File: config.mk
export PLATFORM = sky130hd
export DESIGN_NAME = instr_fetch_flat
export DESIGN_NICKNAME = d
export VERILOG_FILES = /design/src/rtl/fetch_pkg.sv /design/src/rtl/instr_fetch_if.sv /design/src/rtl/next_pc_calc.sv /design/src/rtl/instr_fetch.sv /design/src/flat_wrapper.sv
export SDC_FILE = /design/constraint.sdc
export NUM_CORES = 1
export LEC_CHECK = 0
export ABC_AREA = 1
export BUFFER_PORTS_ARGS = -buffer_cell sky130_fd_sc_hd__buf_4
export CORE_UTILIZATION = 59
export DETAILED_ROUTE_END_ITERATION = 10
export PLACE_DENSITY = 0.87
export SYNTH_ARGS = -nofsm -noshare
export SYNTH_HDL_FRONTEND = slang
export SYNTH_SLANG_ARGS = --single-unit
File: constraint.sdc
create_clock -name clk_i -period 5.2 [get_ports clk_i]
set_clock_uncertainty 0.1 [all_clocks]
set_input_delay 0.52 -clock clk_i [delete_from_list [all_inputs] [get_ports clk_i]]
set_output_delay 0.52 -clock clk_i [all_outputs]
set_load 0.01 [all_outputs]
File: src/rtl/fetch_pkg.sv
// fetch_pkg: shared types and constants for the instruction-fetch stage.
//   fetch_state_e    : fetch FSM states (S_IDLE, S_REQ, S_VALID)
//   PC_INCR          : sequential PC increment
//   RESET_PC_DEFAULT : default PC value loaded on reset
package fetch_pkg;

    typedef enum logic [1:0] {
        S_IDLE  = 2'd0,
        S_REQ   = 2'd1,
        S_VALID = 2'd2
    } fetch_state_e;

    localparam logic [31:0] PC_INCR          = 32'd4;
    localparam logic [31:0] RESET_PC_DEFAULT = 32'h0000_0000;

endpackage

File: src/rtl/instr_fetch_if.sv
// instr_fetch_if: fetch-stage bus bundle.
//   imem_req / imem_addr        : request to instruction memory (fetch -> memory)
//   imem_ack / imem_data        : single-cycle response pulse and data (memory -> fetch)
//   instr_valid / instr / pc /
//   pc_plus4                    : instruction presented to decode (fetch -> decode)
//   instr_ready                 : decode accepts the instruction (decode -> fetch)
// master = fetch stage side, slave = memory/decode side.
interface instr_fetch_if;

    logic        imem_req;
    logic [31:0] imem_addr;
    logic        imem_ack;
    logic [31:0] imem_data;
    logic        instr_valid;
    logic        instr_ready;
    logic [31:0] instr;
    logic [31:0] pc;
    logic [31:0] pc_plus4;

    modport master (
        output imem_req, imem_addr, instr_valid, instr, pc, pc_plus4,
        input  imem_ack, imem_data, instr_ready
    );

    modport slave (
        input  imem_req, imem_addr, instr_valid, instr, pc, pc_plus4,
        output imem_ack, imem_data, instr_ready
    );

endinterface

File: src/rtl/next_pc_calc.sv
// next_pc_calc: purely combinational redirect-target computation.
//   br_pc_i        : PC of the redirecting instruction
//   br_imm_i       : sign-extended 16-bit immediate
//   jmp_idx_i      : 26-bit jump instruction index
//   jmp_i          : jump strobe, selects the jump target over the branch target
//   br_target_o    : br_pc_i + 4 + (br_imm_i << 2), modulo 2^32
//   jmp_target_o   : {(br_pc_i + 4)[31:28], jmp_idx_i, 2'b00}
//   redir_target_o : selected redirect target
module next_pc_calc
    import fetch_pkg::*;
(
    input  logic [31:0] br_pc_i,
    input  logic [31:0] br_imm_i,
    input  logic [25:0] jmp_idx_i,
    input  logic        jmp_i,
    output logic [31:0] br_target_o,
    output logic [31:0] jmp_target_o,
    output logic [31:0] redir_target_o
);

    logic [31:0] seq_pc;

    always_comb begin
        seq_pc         = br_pc_i + PC_INCR;
        // Top two immediate bits fall off the shift; wrap-around is intended.
        br_target_o    = seq_pc + {br_imm_i[29:0], 2'b00};
        jmp_target_o   = {seq_pc[31:28], jmp_idx_i, 2'b00};
        redir_target_o = jmp_i ? jmp_target_o : br_target_o;
    end

endmodule

File: src/rtl/instr_fetch.sv
// instr_fetch: MIPS instruction-fetch stage.
// Holds the PC, runs a req/ack handshake with instruction memory and presents each fetched
// instruction to decode under valid/ready. Branch/jump redirects arriving while a request is
// outstanding are parked in a pending register and applied when the ack returns.
//   clk_i, rst_i   : clock, synchronous active-high reset
//   bus            : instr_fetch_if.master (memory and decode handshakes)
//   br_taken_i     : taken-branch redirect strobe
//   br_pc_i        : PC of the redirecting instruction
//   br_imm_i       : sign-extended branch immediate
//   jmp_i          : jump redirect strobe (wins over br_taken_i)
//   jmp_idx_i      : jump instruction index
//   misalign_o     : sticky misaligned-redirect flag, only when FETCH_ALIGN_CHECK_EN is defined
// Optional feature macro: FETCH_ALIGN_CHECK_EN (redirects with br_pc_i[1:0] != 0 are ignored).
module instr_fetch
    import fetch_pkg::*;
#(
    parameter logic [31:0] RESET_PC = RESET_PC_DEFAULT
) (
    input  logic                 clk_i,
    input  logic                 rst_i,
    instr_fetch_if.master        bus,
    input  logic                 br_taken_i,
    input  logic [31:0]          br_pc_i,
    input  logic [31:0]          br_imm_i,
    input  logic                 jmp_i,
    input  logic [25:0]          jmp_idx_i
`ifdef FETCH_ALIGN_CHECK_EN
    ,
    output logic                 misalign_o
`endif
);

    fetch_state_e state_q, state_d;
    logic [31:0]  pc_q, pc_d;
    logic         pend_vld_q, pend_vld_d;
    logic [31:0]  pend_tgt_q, pend_tgt_d;
    logic [31:0]  instr_q, instr_d;
    logic [31:0]  pc_out_q, pc_out_d;

    logic         redirect;
    logic [31:0]  redir_target;
    logic [31:0]  br_target;
    logic [31:0]  jmp_target;

    next_pc_calc u_next_pc_calc (
        .br_pc_i        (br_pc_i),
        .br_imm_i       (br_imm_i),
        .jmp_idx_i      (jmp_idx_i),
        .jmp_i          (jmp_i),
        .br_target_o    (br_target),
        .jmp_target_o   (jmp_target),
        .redir_target_o (redir_target)
    );

`ifdef FETCH_ALIGN_CHECK_EN
    logic misalign_q, misalign_d;
    logic redir_misaligned;

    always_comb begin
        redir_misaligned = (br_taken_i | jmp_i) & (br_pc_i[1:0] != 2'b00);
        // Misaligned redirects are dropped entirely: no PC load, no pending entry.
        redirect         = (br_taken_i | jmp_i) & ~redir_misaligned;
        misalign_d       = misalign_q | redir_misaligned;
    end

    always_ff @(posedge clk_i) begin
        if (rst_i) begin
            misalign_q <= 1'b0;
        end else begin
            misalign_q <= misalign_d;
        end
    end

    assign misalign_o = misalign_q;
`else
    assign redirect = br_taken_i | jmp_i;
`endif

    // State register
    always_ff @(posedge clk_i) begin
        if (rst_i) begin
            state_q    <= S_IDLE;
            pc_q       <= RESET_PC;
            pend_vld_q <= 1'b0;
            pend_tgt_q <= 32'h0;
            instr_q    <= 32'h0;
            pc_out_q   <= 32'h0;
        end else begin
            state_q    <= state_d;
            pc_q       <= pc_d;
            pend_vld_q <= pend_vld_d;
            pend_tgt_q <= pend_tgt_d;
            instr_q    <= instr_d;
            pc_out_q   <= pc_out_d;
        end
    end

    // Next-state logic
    always_comb begin
        state_d    = state_q;
        pc_d       = pc_q;
        pend_vld_d = pend_vld_q;
        pend_tgt_d = pend_tgt_q;
        instr_d    = instr_q;
        pc_out_d   = pc_out_q;

        unique case (state_q)
            S_IDLE: begin
                if (redirect) begin
                    pc_d = redir_target;
                end
                state_d = S_REQ;
            end

            S_REQ: begin
                if (bus.imem_ack) begin
                    if (redirect) begin
                        // Same-cycle redirect is newer than anything pending.
                        pc_d       = redir_target;
                        pend_vld_d = 1'b0;
                        state_d    = S_IDLE;
                    end else if (pend_vld_q) begin
                        pc_d       = pend_tgt_q;
                        pend_vld_d = 1'b0;
                        state_d    = S_IDLE;
                    end else begin
                        instr_d  = bus.imem_data;
                        pc_out_d = pc_q;
                        state_d  = S_VALID;
                    end
                end else if (redirect) begin
                    // PC must stay put while the request is outstanding; latest redirect wins.
                    pend_vld_d = 1'b1;
                    pend_tgt_d = redir_target;
                end
            end

            S_VALID: begin
                if (redirect) begin
                    pc_d    = redir_target;
                    state_d = S_IDLE;
                end else if (bus.instr_ready) begin
                    pc_d    = pc_q + PC_INCR;
                    state_d = S_REQ;
                end
            end

            default: begin
                state_d = S_IDLE;
            end
        endcase
    end

    // Outputs: handshake strobes decode registered state only.
    always_comb begin
        bus.imem_req    = (state_q == S_REQ);
        bus.imem_addr   = pc_q;
        bus.instr_valid = (state_q == S_VALID);
        bus.instr       = instr_q;
        bus.pc          = pc_out_q;
        bus.pc_plus4    = pc_out_q + PC_INCR;
    end

endmodule

File: src/flat_wrapper.sv
// flat-port wrapper written by rule: the top's interface ports become plain ports
module instr_fetch_flat import fetch_pkg::*;
#(
    parameter logic [31:0] RESET_PC = RESET_PC_DEFAULT
)
  (clk_i, rst_i, br_taken_i, br_pc_i, br_imm_i, jmp_i, jmp_idx_i, bus_imem_req, bus_imem_addr, bus_instr_valid, bus_instr, bus_pc, bus_pc_plus4, bus_imem_ack, bus_imem_data, bus_instr_ready);
  instr_fetch_if bus_i ();
  input  logic clk_i;
  input  logic rst_i;
  input  logic br_taken_i;
  input  logic [31:0] br_pc_i;
  input  logic [31:0] br_imm_i;
  input  logic jmp_i;
  input  logic [25:0] jmp_idx_i;
  output wire logic [$bits(bus_i.imem_req)-1:0] bus_imem_req;
  output wire logic [$bits(bus_i.imem_addr)-1:0] bus_imem_addr;
  output wire logic [$bits(bus_i.instr_valid)-1:0] bus_instr_valid;
  output wire logic [$bits(bus_i.instr)-1:0] bus_instr;
  output wire logic [$bits(bus_i.pc)-1:0] bus_pc;
  output wire logic [$bits(bus_i.pc_plus4)-1:0] bus_pc_plus4;
  input wire logic [$bits(bus_i.imem_ack)-1:0] bus_imem_ack;
  input wire logic [$bits(bus_i.imem_data)-1:0] bus_imem_data;
  input wire logic [$bits(bus_i.instr_ready)-1:0] bus_instr_ready;
  assign bus_imem_req = bus_i.imem_req;
  assign bus_imem_addr = bus_i.imem_addr;
  assign bus_instr_valid = bus_i.instr_valid;
  assign bus_instr = bus_i.instr;
  assign bus_pc = bus_i.pc;
  assign bus_pc_plus4 = bus_i.pc_plus4;
  assign bus_i.imem_ack = bus_imem_ack;
  assign bus_i.imem_data = bus_imem_data;
  assign bus_i.instr_ready = bus_instr_ready;
  instr_fetch #(.RESET_PC(RESET_PC)) u_core (.clk_i(clk_i), .rst_i(rst_i), .bus(bus_i), .br_taken_i(br_taken_i), .br_pc_i(br_pc_i), .br_imm_i(br_imm_i), .jmp_i(jmp_i), .jmp_idx_i(jmp_idx_i));
endmodule
-- Yosys cells after proc, flatten, opt, wreduce, memory -nomap -nowiden
Cells that the tools add are included.
- register bits: 131
- latch bits: 0
- RAM bits: 0
- ROM bits: 0
- input port bits: 128
- output and inout bits: 130
- logic and storage cells: 44
- memories kept: 0
- add/sub/neg operators: 4
- multiply operators: 0
- divide/modulo/power cells: 0
- $lt $le $gt $ge: 0
- equality and inequality tests: 6
- shift-type cells: 0
- muxes and demuxes: 16
- bitwise operators: 4
- reduce and logical (&&, ||, !) cells: 8
- operators with widths (kind ; number):
    $mux 32 ; 7
    $add 32x3->32 const B ; 3
    $pmux 32 s3 ; 1
    $add 32x32->32 ; 1
    $mux 2 ; 5
    $ne 3x1->1 const B ; 2
    $pmux 2 s3 ; 1
    $reduce_and 5->1 ; 1
    $ne 2x1->1 const B ; 2
    $reduce_and 2->1 ; 2
    $reduce_and 4->1 ; 1
    $not 1->1 ; 3
    $reduce_and 3->1 ; 1
    $reduce_bool 3->1 ; 1
    $eq 2x1->1 const B ; 1
    $eq 2x2->1 const B ; 1
    $logic_not 2->1 ; 1
    $mux 1 ; 2
    $reduce_bool 2->1 ; 1
    $or 1x1->1 ; 1

-- Logic depth before layout (Yosys ltp)
Gate-level depths: netlist of the first run.
- depth in word-level cells: 6
- mapped depth: 25
- depth with buffers taken out: 25

-- Modules after synthesis
A second synthesis of the first run with hierarchy kept.
- cell total of the unflattened synthesis: 1777
- area, all modules: 10770.3 um^2
- by module, submodules not included (module ; instances ; cells an instance ; area an instance (um^2) ; seq. area each (um^2)):
    instr_fetch ; 1 ; 1097 ; 7230.7 ; 2622.5
    next_pc_calc ; 1 ; 680 ; 3539.6 ; 0.0

-- Worst setup path before layout of the first run
Ideal clock, no wire load.
- path type: input to register
- start point: input port br_pc_i[3]
- end point: register u_core.pc_q[26] (netlist: u_core.bus.imem_addr[26])
- library setup time: 0.132 ns
- arrival time: 2.966 ns
- required time: 4.968 ns
- setup slack: 2.002 ns
- stages on the path: 23
- buffers on the path: 0
- cells stage by stage: nand3_2 -> nor2_4 -> nand2_4 -> nor3_4 -> nand4_2 -> or2_4 -> nor4_4 -> xor2_1 -> inv_1 -> ha_1 -> nand2_1 -> nor2_1 -> nand2_1 -> nor2_1 -> nand2_1 -> nand3_1 -> nand2_1 -> nand3_1 -> nand3_1 -> nand3_1 -> nand2_1 -> nand2_1 -> a21oi_1
- longest elaborated chain between the ends: 6
- elaborated cells on any way between the ends: 8
- those cells by class: 2 x add/sub; 6 x mux
- RTL lines (element ; line ; RTL):
    start, declared ; flat_wrapper.sv:11 ; input logic [31:0] br_pc_i;
    $add 32x3->32 * ; next_pc_calc.sv:24 ; seq_pc = br_pc_i + PC_INCR;
    $add 32x32->32 * ; next_pc_calc.sv:26 ; br_target_o = seq_pc + {br_imm_i[29:0], 2'b00};
    $mux 32 * ; next_pc_calc.sv:28 ; redir_target_o = jmp_i ? jmp_target_o : br_target_o;
    $mux 32 ; instr_fetch.sv:117 ; if (redirect) begin
    $mux 32 ; instr_fetch.sv:116 ; if (bus.imem_ack) begin
    $pmux 32 s3 * ; instr_fetch.sv:107 ; unique case (state_q)
    end signal, assigned ; instr_fetch.sv:90 ; pc_q <= pc_d;
    end, declared ; instr_fetch.sv:34 ; logic [31:0] pc_q, pc_d;
Every way passes the cells marked *; elsewhere a longest branch is shown, timed or not. The select of a mux whose other input is x is not followed.
A chain may end at the register's enable or synchronous reset.

-- Worst setup path after layout of the first run
- start point: input port br_pc_i[4]
- end point: register u_core.pc_q[26] (netlist: u_core.bus.imem_addr[26])
The elaborated chain is that of the path after synthesis.

==> out/qor.txt, run 1 <==
CTS buffer count: 17
Pint: 2.18 mW
crit-path most repeated cell: nand2_1
hpwl dp: 25900 um
Flop pwr share: 35.3%
htree depth: 4
first-pass GRT wire length: 52500 um
# IOs: 258
largest net degree at the start of global routing: 73
reg-to-reg setup timing slack: 1.84 ns
Starting Density: 60.3%
DR pass1 iterations: 5
clk buf depth: 2
count of buffer and inverter cells on the critical path: 2
clock slew at reported path FFs: 0.06 ns
EDFF count, synth: 0
Synth Area per Inst: 6.16 um2
Hold Crit Class: primary input to register
RSZ-0062 raised after global routing: no
Synth Register Bits: 131
Core ar.: 0.0173 mm2
Yosys top cell area share: 25.1%
fill count: 1490
DRT iter0 DRCs: 991
Mapped Nets: 1862
# Post-CTS Setup Buffers: 0
register area: 0.00262 mm2
CP Cell Sequence: buf_4 > nand3_2 > nor2_4 > nand2_4 > nor3_4 > nand4_2 > or2_4 > nor4_4 > xor2_1 > inv_1 > ha_1 > nand2_1 > nor2_1 > nand2_1 > nor2_1 > nand2_1 > nand3_1 > nand2_1 > nand3_1 > nand3_1 > nand3_1 > nand2_1 > nand2_1 > a21oi_1
Final Max Tran Viols: 0
Hold Buf Count CTS: 0
Post-synth top cells: 465 x nand2_1, 228 x inv_1, 164 x a21oi_1
outcome: complete, no violations
TNS Setup: 0 ns
WL per Instance: 15.8 um
clock sinks: 131
Critical Path End Type: register
PwrDens: 259 mW/mm2
period utilisation layout: 68.5%
critical path class: primary input to register
CP max-delay cell: ha_1
Hold Vio Cnt, Final: 0
Cell variety after synth: 56
switching pwr: 1.18 mW
CTS tree: done
n_diodes: 0
WP data arrival: 3.74 ns
via count: 12000
Leakage: 6.37 nW
Async SR Flop Fraction: 0%
family with the most delay on the worst path: simple AND/OR/NAND/NOR gates
CP Launch Type: primary input
Clock Latency Late Sink: 0.43 ns
cell with the most instances after synthesis: nand2_1
DIE AREA: 0.0182 mm2
total grt overflow: 0
max cap viols: 0
Slew @ Worst Pin: 1.06 ns
switching fraction of total power: 35.2%
# setup viols final: 0
worst hold slack: 0.261 ns
Multi-input gate area: 0.00662 mm2
Syn. warnings: 0
# nets final: 2074
GRT Overall Usage: 36.4%
number of vias per cell: 5.62
post-synthesis sequential area ratio: 25.1%
row cnt: 48
layout cells sized above 1: 18.3%
Placer Congestion: 0.946
Area growth, synth to finish: 24.3%
WL final: 33900 um
Comb power frac: 28.3%
clk root buf: clkbuf_16
CTS resizes: 0
clock share of power: 36.3%
DRT antenna net count: 0
Die Ht: 135 um
synthesized instance count: 1694
initial antenna violation count: 0
Port Buffers: 255
die width: 135 um
top cells by area, synth: dfxtp_1 25%, nand2_1 17%, inv_1 8.2%
maximum clock rate: 281 MHz
vias in the first global route: 10700
main flop type after synthesis: dfxtp_1
leading area contributor after synthesis: dfxtp_1
Slew headroom: 29.4%
slowest stage delay, CP: 0.36 ns
DRC: 0
peak supply drop: 0.211 mV
worst-path fanout max: 5
worst path required time: 5.37 ns
mapped cell area: 0.0104 mm2
clock period minus worst slack: 3.56 ns
flip-flops by register name (all words and copies together) (netlist names):
name / count
u_core.bus.pc: 32
u_core.pend_vld_q: 1
u_core.state_q: 2
u_core.bus.instr: 32
u_core.bus.imem_addr: 32
u_core.pend_tgt_q: 32
placed cells by master (no fill, tap or decap), types with 17 or more instances in the layout:
master / Yosys / routed
a21oi_1: 164 / 164
buf_4: 3 / 260
clkbuf_16: 0 / 17
dfxtp_1: 131 / 131
ha_1: 39 / 39
inv_1: 228 / 227
nand2_1: 465 / 464
nand3_1: 156 / 156
nand4_1: 30 / 30
nor2_1: 110 / 109
nor3_1: 29 / 29
o21ai_0: 97 / 97
xor2_1: 53 / 53
layer usage:
metal	track usage [%]	vias to the layer above	routed length, um
met5	0	-	0
met4	14.5	0	984
met3	5.41	76	2610
met2	64.8	573	16800
met1	43.8	5470	13500
li1	-	5927	-
area by class of cell:
cell class / count / area share (%)
Multi-Input combinational cell: 1261 / 51.1
Sequential cell: 131 / 20.2
Timing Repair Buffer: 260 / 15.1
Inverter: 235 / 6.84
Clock buffer: 19 / 3.49
Tap cell: 225 / 2.17
Clock inverter: 13 / 1.14
final timing paths:
path / from / end / cells past startpoint
worst min register to register: u_core.bus.instr[29] / u_core.bus.instr[29] / 2
worst max-delay path: br_pc_i[4] / u_core.bus.imem_addr[26] / 24
worst min-delay path: bus_imem_data[9] / u_core.bus.instr[9] / 3
worst max register to register: u_core.state_q[0] / u_core.bus.imem_addr[2] / 9
cell families after synthesis:
| family | after synthesis | synth area share, % |
|---|---|---|
| and+or+nand+nor | 851 | 37.0 |
| muxes | 7 | 0.672 |
| DFF | 131 | 25.1 |
| buffers and inverters | 302 | 11.5 |
| xor gates and xnor gates | 65 | 5.46 |
| adders and majority gates | 40 | 4.87 |
| AOI/OAI and AO/OA | 298 | 15.4 |
power groups by stage:
stage	Clock (mW)	Combinational, mW	Sequential, mW
6_report	1.22	0.953	1.19
5_1_grt	1.26	1.05	1.19
4_1_cts	1.22	0.937	1.18
3_5_place_dp	0	0.929	1.20
3_3_place_gp	0	0.911	1.20
2_1_floorplan	0	0.587	1.19
worst min-delay path, cell delays in order:
cell,delay (ns)
buf_4,0.11
nand3_1,0.06
a21oi_1,0.06
through the flow:
stage	cells	cell area (um2)	setup WS, ns	util, %	power [mW]
3_3_place_gp	2112	12400	1.35	71.5	2.11
4_1_cts	2144	13000	1.66	75.0	3.34
6_report	2144	13000	1.64	75.0	3.36
2_1_floorplan	1694	10400	2.00	-	1.77
3_5_place_dp	2112	12400	1.23	71.5	2.13
5_1_grt	2144	13000	1.30	75.0	3.51
(Power assumes the default switching activity.)
==> inputs of run 2 (changes only) <==
- CORE_UTILIZATION: 59 -> 50
- PLACE_DENSITY: 0.87 -> 0.79
- clock period: 5.2 -> 2.9 ns (I/O delays scaled with it)
==> out/qor.txt, run 2 (same netlist as run 1, synthesis figures left out) <==
outcome: finished, violations left
die width: 146 um (+8.5%)
routing usage on met2: 56.4% (-8.4 points)
met1 Track Usage GR: 40.4% (-3.4 points)
via count: 12600 (+4.3%)
Hold Buf Count CTS: 0 (unchanged)
PwrDens: 427 mW/mm2 (+65%)
hold path startpoint: bus_imem_data[27]
worst-path fanout max: 4 (-1)
gr busiest metal: met2
Placer Congestion: 1.00 (+6.2%)
cells on worst reg2reg path: 12 (+3)
WL per Instance: 15.7 um (-1.0%)
capture point of the worst reg-to-reg path: u_core.bus.imem_addr[2]
htree depth: 4 (unchanged)
clock slew at reported path FFs: 0.07 ns (about the same)
Hold Vio Cnt, Final: 0 (unchanged)
crit-path most repeated cell: nand2_1
n_diodes: 0 (unchanged)
vias in the first global route: 11600 (+8.4%)
CTS tree: done
violated checks: setup timing
DR pass1 iterations: 7 (+2)
layout cells sized above 1: 29.7% (+11 points)
Critical Path End Type: register
total power: 6.28 mW (+87%)
most frequent cells in the layout: 438 x nand2_1, 402 x buf_4, 226 x inv_1
clk buf depth: 2 (unchanged)
CTS buffer count: 17 (unchanged)
total grt overflow: 0 (unchanged)
DRC: 0 (unchanged)
dpl cells: 2285 (+8.2%)
worst hold slack: 0.0285 ns (-0.232 ns)
DRT antenna net count: 0 (unchanged)
RSZ-0062 raised after global routing: yes
most common cell after layout, fill and taps aside: nand2_1
peak supply drop: 0.414 mV (+96%)
count of buffer and inverter cells on the critical path: 3 (+1)
Starting Density: 51.2% (-9.1 points)
# nets final: 2221 (+7.1%)
row cnt: 52 (+8.3%)
clk root buf: clkbuf_16
Hold Crit Class: primary input to register
Port Buffers: 255 (unchanged)
Post-Layout Cell Count: 2336 (+9.0%)
maximum clock rate: 344 MHz
WP data arrival: 3.08 ns (-0.66 ns)
# setup viols final: 1 (+1)
largest net degree at the start of global routing: 72 (-1.4%)
met3 usage: 4.28% (-1.1 points)
WL final: 36600 um (+7.8%)
Slew headroom: 33.8% (+4.4 points)
worst path required time: 3.07 ns (-2.30 ns)
Final Max Tran Viols: 0 (unchanged)
WHS Endpoint: u_core.bus.instr[27]
critical path class: primary input to register
# IOs: 258 (unchanged)
Final Util: 72.3% (-2.7 points)
clock sinks: 131 (unchanged)
max cap viols: 0 (unchanged)
first-pass GRT wire length: 56700 um (+8.0%)
Leakage: 7.28 nW (+14%)
reg-to-reg setup timing slack: 0.16 ns (-1.68 ns)
Slew @ Worst Pin: 0.992 ns (-0.0654 ns)
hpwl dp: 27600 um (+6.5%)
Die Ht: 146 um (+8.5%)
initial antenna violation count: 0 (unchanged)
family with the most delay on the worst path: simple AND/OR/NAND/NOR gates
Clock Latency Late Sink: 0.43 ns (about the same)
Worst Setup Slack, final: -0.0107 ns (-1.65 ns)
DRT iter0 DRCs: 855 (-14%)
CP max-delay cell: ha_1
slowest stage delay, CP: 0.41 ns (+0.05 ns)
Area growth, synth to finish: 41.1%
GRT Overall Usage: 32.9% (-3.6 points)
number of vias per cell: 5.38 (-4.3%)
Core ar.: 0.0204 mm2 (+18%)
period utilisation layout: 100%
DIE AREA: 0.0214 mm2 (+18%)
worst hold stages: 3 (unchanged)
clock period minus worst slack: 2.91 ns
CP Cell Sequence: buf_4 > inv_1 > nor3_1 > nand4_1 > nor3_1 > xor2_1 > ha_1 > nand2_1 > buf_4 > nor2_4 > nand2_2 > nor2_2 > nand2_1 > nand3_1 > nand2_1 > nand3_2 > nand3_1 > nand3_1 > nand2_1 > nand2_1 > a21oi_1
CP Launch Type: primary input
Critical R2R Launch: u_core.state_q[1]
run 2: how the worst max path moves through the flow:
stage / startpoint / to / slack, ns / cells past startpoint
final: br_pc_i[14] / u_core.bus.imem_addr[26] / -0.01 / 21
after global routing: br_pc_i[3] / u_core.bus.imem_addr[29] / -0.20 / 26
after CTS: br_pc_i[3] / u_core.bus.imem_addr[26] / -0.02 / 24
after detailed placement: br_pc_i[3] / u_core.bus.imem_addr[26] / -0.52 / 24
after global placement: br_pc_i[3] / u_core.bus.imem_addr[26] / -0.47 / 24
after floorplan: br_pc_i[3] / u_core.bus.imem_addr[26] / -0.01 / 23
run 2: tightest hold or removal path: stages:
cell and delay (ns):
buf_4 0.10, nand3_1 0.07, a21oi_1 0.06
run 2: per-stage QoR:
step                TNS, ns  cell area, um2  setup WS (ns)
floorplan           -0.0169           10500       -0.00966
global placement      -8.27           13400         -0.473
detailed placement   -11.09           13400         -0.522
CTS                 -0.0301           14100        -0.0189
global route          -1.66           14700         -0.196
finish              -0.0107           14700        -0.0107
run 2: power breakdown:
group	internal (mW)	switching [mW]	total [mW]
Combinational	0.865	1.19	2.06
Sequential	1.93	0.189	2.12
Clock	1.20	0.898	2.10
run 2: per-layer routing:
metal / wire length (um) / part of all wire [%]
met5: 0 / 0
met4: 1550 / 4.2
met3: 2510 / 6.9
met2: 17900 / 49
met1: 14600 / 40
run 2: timing repair:
item | CTS | global route
pin swaps | 6 | 36
setup buffers | 4 | 15
endpoints found under the hold margin | 0 | 0
endpoints found under the setup margin | 10 | 39
gates resized for setup | 13 | 126
run 2: cell type report:
cell class	instances	area, um2
flip-flops and latches	131	2630
multi-input cells	1261	7200
repair buffers	407	3090
clock buffers	18	429
clock inverters	14	140
fillers	1694	5650
well taps	270	338
inverters	235	887
==> inputs of run 3 (changes only) <==
- CORE_MARGIN: not set -> 1
- SETUP_SLACK_MARGIN: not set -> 0.3
==> out/qor.txt, run 3 (same netlist as run 1, synthesis figures left out) <==
Port Buffers: 255 (unchanged)
WL final: 42500 um (+16%)
DRT iter0 DRCs: 1176 (+38%)
maximum clock rate: 325 MHz (-5.5%)
GRT Overall Usage: 35.2% (+2.3 points)
WP data arrival: 3.31 ns (+0.23 ns)
worst hold stages: 3 (unchanged)
Hold Buf Count CTS: 0 (unchanged)
WL per Instance: 17.6 um (+12%)
Worst Setup Slack, final: -0.180 ns (-0.169 ns)
DR pass1 iterations: 7 (unchanged)
reg-to-reg setup timing slack: 0.43 ns (+0.27 ns)
Leakage: 8.00 nW (+10%)
CTS buffer count: 17 (unchanged)
worst-path fanout max: 4 (unchanged)
via count: 13500 (+7.5%)
n_diodes: 0 (unchanged)
max cap viols: 0 (unchanged)
# setup viols final: 14 (+13)
number of vias per cell: 5.59 (+3.9%)
hold path startpoint: bus_imem_data[29]
clock slew at reported path FFs: 0.07 ns (about the same)
initial antenna violation count: 0 (unchanged)
Post-Layout Cell Count: 2416 (+3.4%)
Hold Crit Class: primary input to register
Placer Congestion: 0.960 (-4.4%)
clk root buf: clkbuf_16
largest net degree at the start of global routing: 86 (+19%)
routing usage on met2: 63.8% (+7.4 points)
htree depth: 4 (unchanged)
Slew headroom: 29.0% (-4.8 points)
violated checks: setup timing
Final Max Tran Viols: 0 (unchanged)
CTS tree: done
Critical R2R Launch: u_core.state_q[1]
# nets final: 2301 (+3.6%)
RSZ-0062 raised after global routing: yes
critical path startpoint: br_pc_i[2]
dpl cells: 2310 (+1.1%)
CP Cell Sequence: buf_8 > nand3_4 > nor2_4 > nand2_4 > nor3_4 > nand4_2 > or2_4 > buf_6 > nor4_4 > xor2_1 > inv_1 > ha_4 > nand2_4 > nor2_4 > nand2_2 > nand3b_1 > nand3b_1 > nand3_1 > nand2_1 > nand2_2 > o21ai_2 > inv_1
peak supply drop: 0.465 mV (+12%)
Critical Path End Type: register
worst path required time: 3.13 ns (+0.06 ns)
Starting Density: 51.2% (unchanged)
slowest stage delay, CP: 0.33 ns (-0.08 ns)
clk buf depth: 2 (unchanged)
die width: 146 um (unchanged)
PwrDens: 408 mW/mm2 (-4.5%)
capture point of the worst reg-to-reg path: u_core.bus.imem_addr[21]
CP Launch Type: primary input
CP max-delay cell: ha_4
clock sinks: 131 (unchanged)
total grt overflow: 0 (unchanged)
hpwl dp: 28000 um (+1.4%)
gr busiest metal: met2
row cnt: 52 (unchanged)
DRT antenna net count: 0 (unchanged)
layout cells sized above 1: 39.3% (+9.7 points)
critical path class: primary input to register
Final Util: 80.4% (+8.1 points)
first-pass GRT wire length: 60600 um (+6.9%)
met1 Track Usage GR: 41.7% (+1.3 points)
vias in the first global route: 12000 (+3.0%)
cells on worst reg2reg path: 14 (+2)
Slew @ Worst Pin: 1.06 ns (+0.0713 ns)
DIE AREA: 0.0214 mm2 (unchanged)
Clock Latency Late Sink: 0.44 ns (about the same)
DRC: 0 (unchanged)
outcome: finished, violations left
Hold Vio Cnt, Final: 0 (unchanged)
WHS Endpoint: u_core.bus.instr[29]
clock period minus worst slack: 3.08 ns (+0.169 ns)
most frequent cells in the layout: 436 x buf_4, 385 x nand2_1, 209 x inv_1
Area growth, synth to finish: 57.0%
Die Ht: 146 um (unchanged)
met3 usage: 4.16% (-0.13 points)
# IOs: 258 (unchanged)
Core ar.: 0.0204 mm2 (unchanged)
most common cell after layout, fill and taps aside: buf_4
period utilisation layout: 106% (+5.8 points)
==> run 3: cell types whose count changed in the layout (fill, tap and decap cells not counted), moves of 12 or more <==
cell	before	now
nor2_1	92	80
nand2_4	12	28
buf_4	402	436
nand3_2	31	59
inv_2	7	23
nand2_2	20	57
nand2_1	438	385
inv_1	226	209
buf_6	3	45
nand3_1	128	93
nor2_4	14	29
==> run 3: what timing repair did <==
item                                    in CTS  in global routing
endpoints found under the setup margin      43                 56
setup buffers                               46                 28
pin swaps                                   93                 93
resized for setup                          196                177
==> run 3: cell type report <==
class                           instances  area (um2)
Clock buffer                           18         429
Clock inverter                         14         139
Fill cell                            1338        3990
Inverter                              235         890
Multi-Input combinational cell       1261        8050
Sequential cell                       131        2640
Tap cell                              270         338
Timing Repair Buffer                  487        3890
==> run 3: stage by stage <==
stage	total power, mW	area, um2	worst slack, ns	hold WS (ns)	TNS, ns
floorplan	3.21	10600	0.0558	0.355	0
global placement	4.08	13800	-0.409	0.349	-9.47
detailed placement	4.11	13800	-0.498	0.353	-12.23
CTS	6.36	15400	0.0289	0.0372	0
global route	6.95	16400	-0.279	0.0305	-4.05
finish	6.67	16400	-0.180	0.0313	-0.863
==> run 3: worst max path at each step <==
stage | slack [ns] | to | cells after the start
6_report | -0.18 | u_core.pend_tgt_q[31] | 22
5_1_grt | -0.28 | u_core.pend_tgt_q[31] | 22
4_1_cts | 0.03 | u_core.bus.imem_addr[30] | 22
3_5_place_dp | -0.50 | u_core.bus.imem_addr[23] | 21
3_3_place_gp | -0.41 | u_core.bus.imem_addr[23] | 21
2_1_floorplan | 0.06 | u_core.bus.imem_addr[26] | 23
==> run 3: layer usage <==
metal | routed length (um) | part of all wire [%] | vias to the layer above
met4 | 1980 | 4.7 | 0
met2 | 21400 | 50 | 742
met5 | 0 | 0 | -
li1 | - | - | 6354
met3 | 3180 | 7.5 | 157
met1 | 16000 | 38 | 6249
==> run 3: critical path, delay by kind of cell <==
kind / cells / cell delay, ns
AND/OR/NAND/NOR: 15 / 2.01
buffers and inverters: 4 / 0.35
adder cells (fa/ha/maj): 1 / 0.33
XOR/XNOR: 1 / 0.19
AO/OA/AOI/OAI: 1 / 0.11
==> run 3: where the power goes <==
part | total [mW] | internal, mW | switching, mW
combinational | 2.44 | 1.05 | 1.39
clock | 2.11 | 1.20 | 0.912
sequential | 2.12 | 1.93 | 0.192
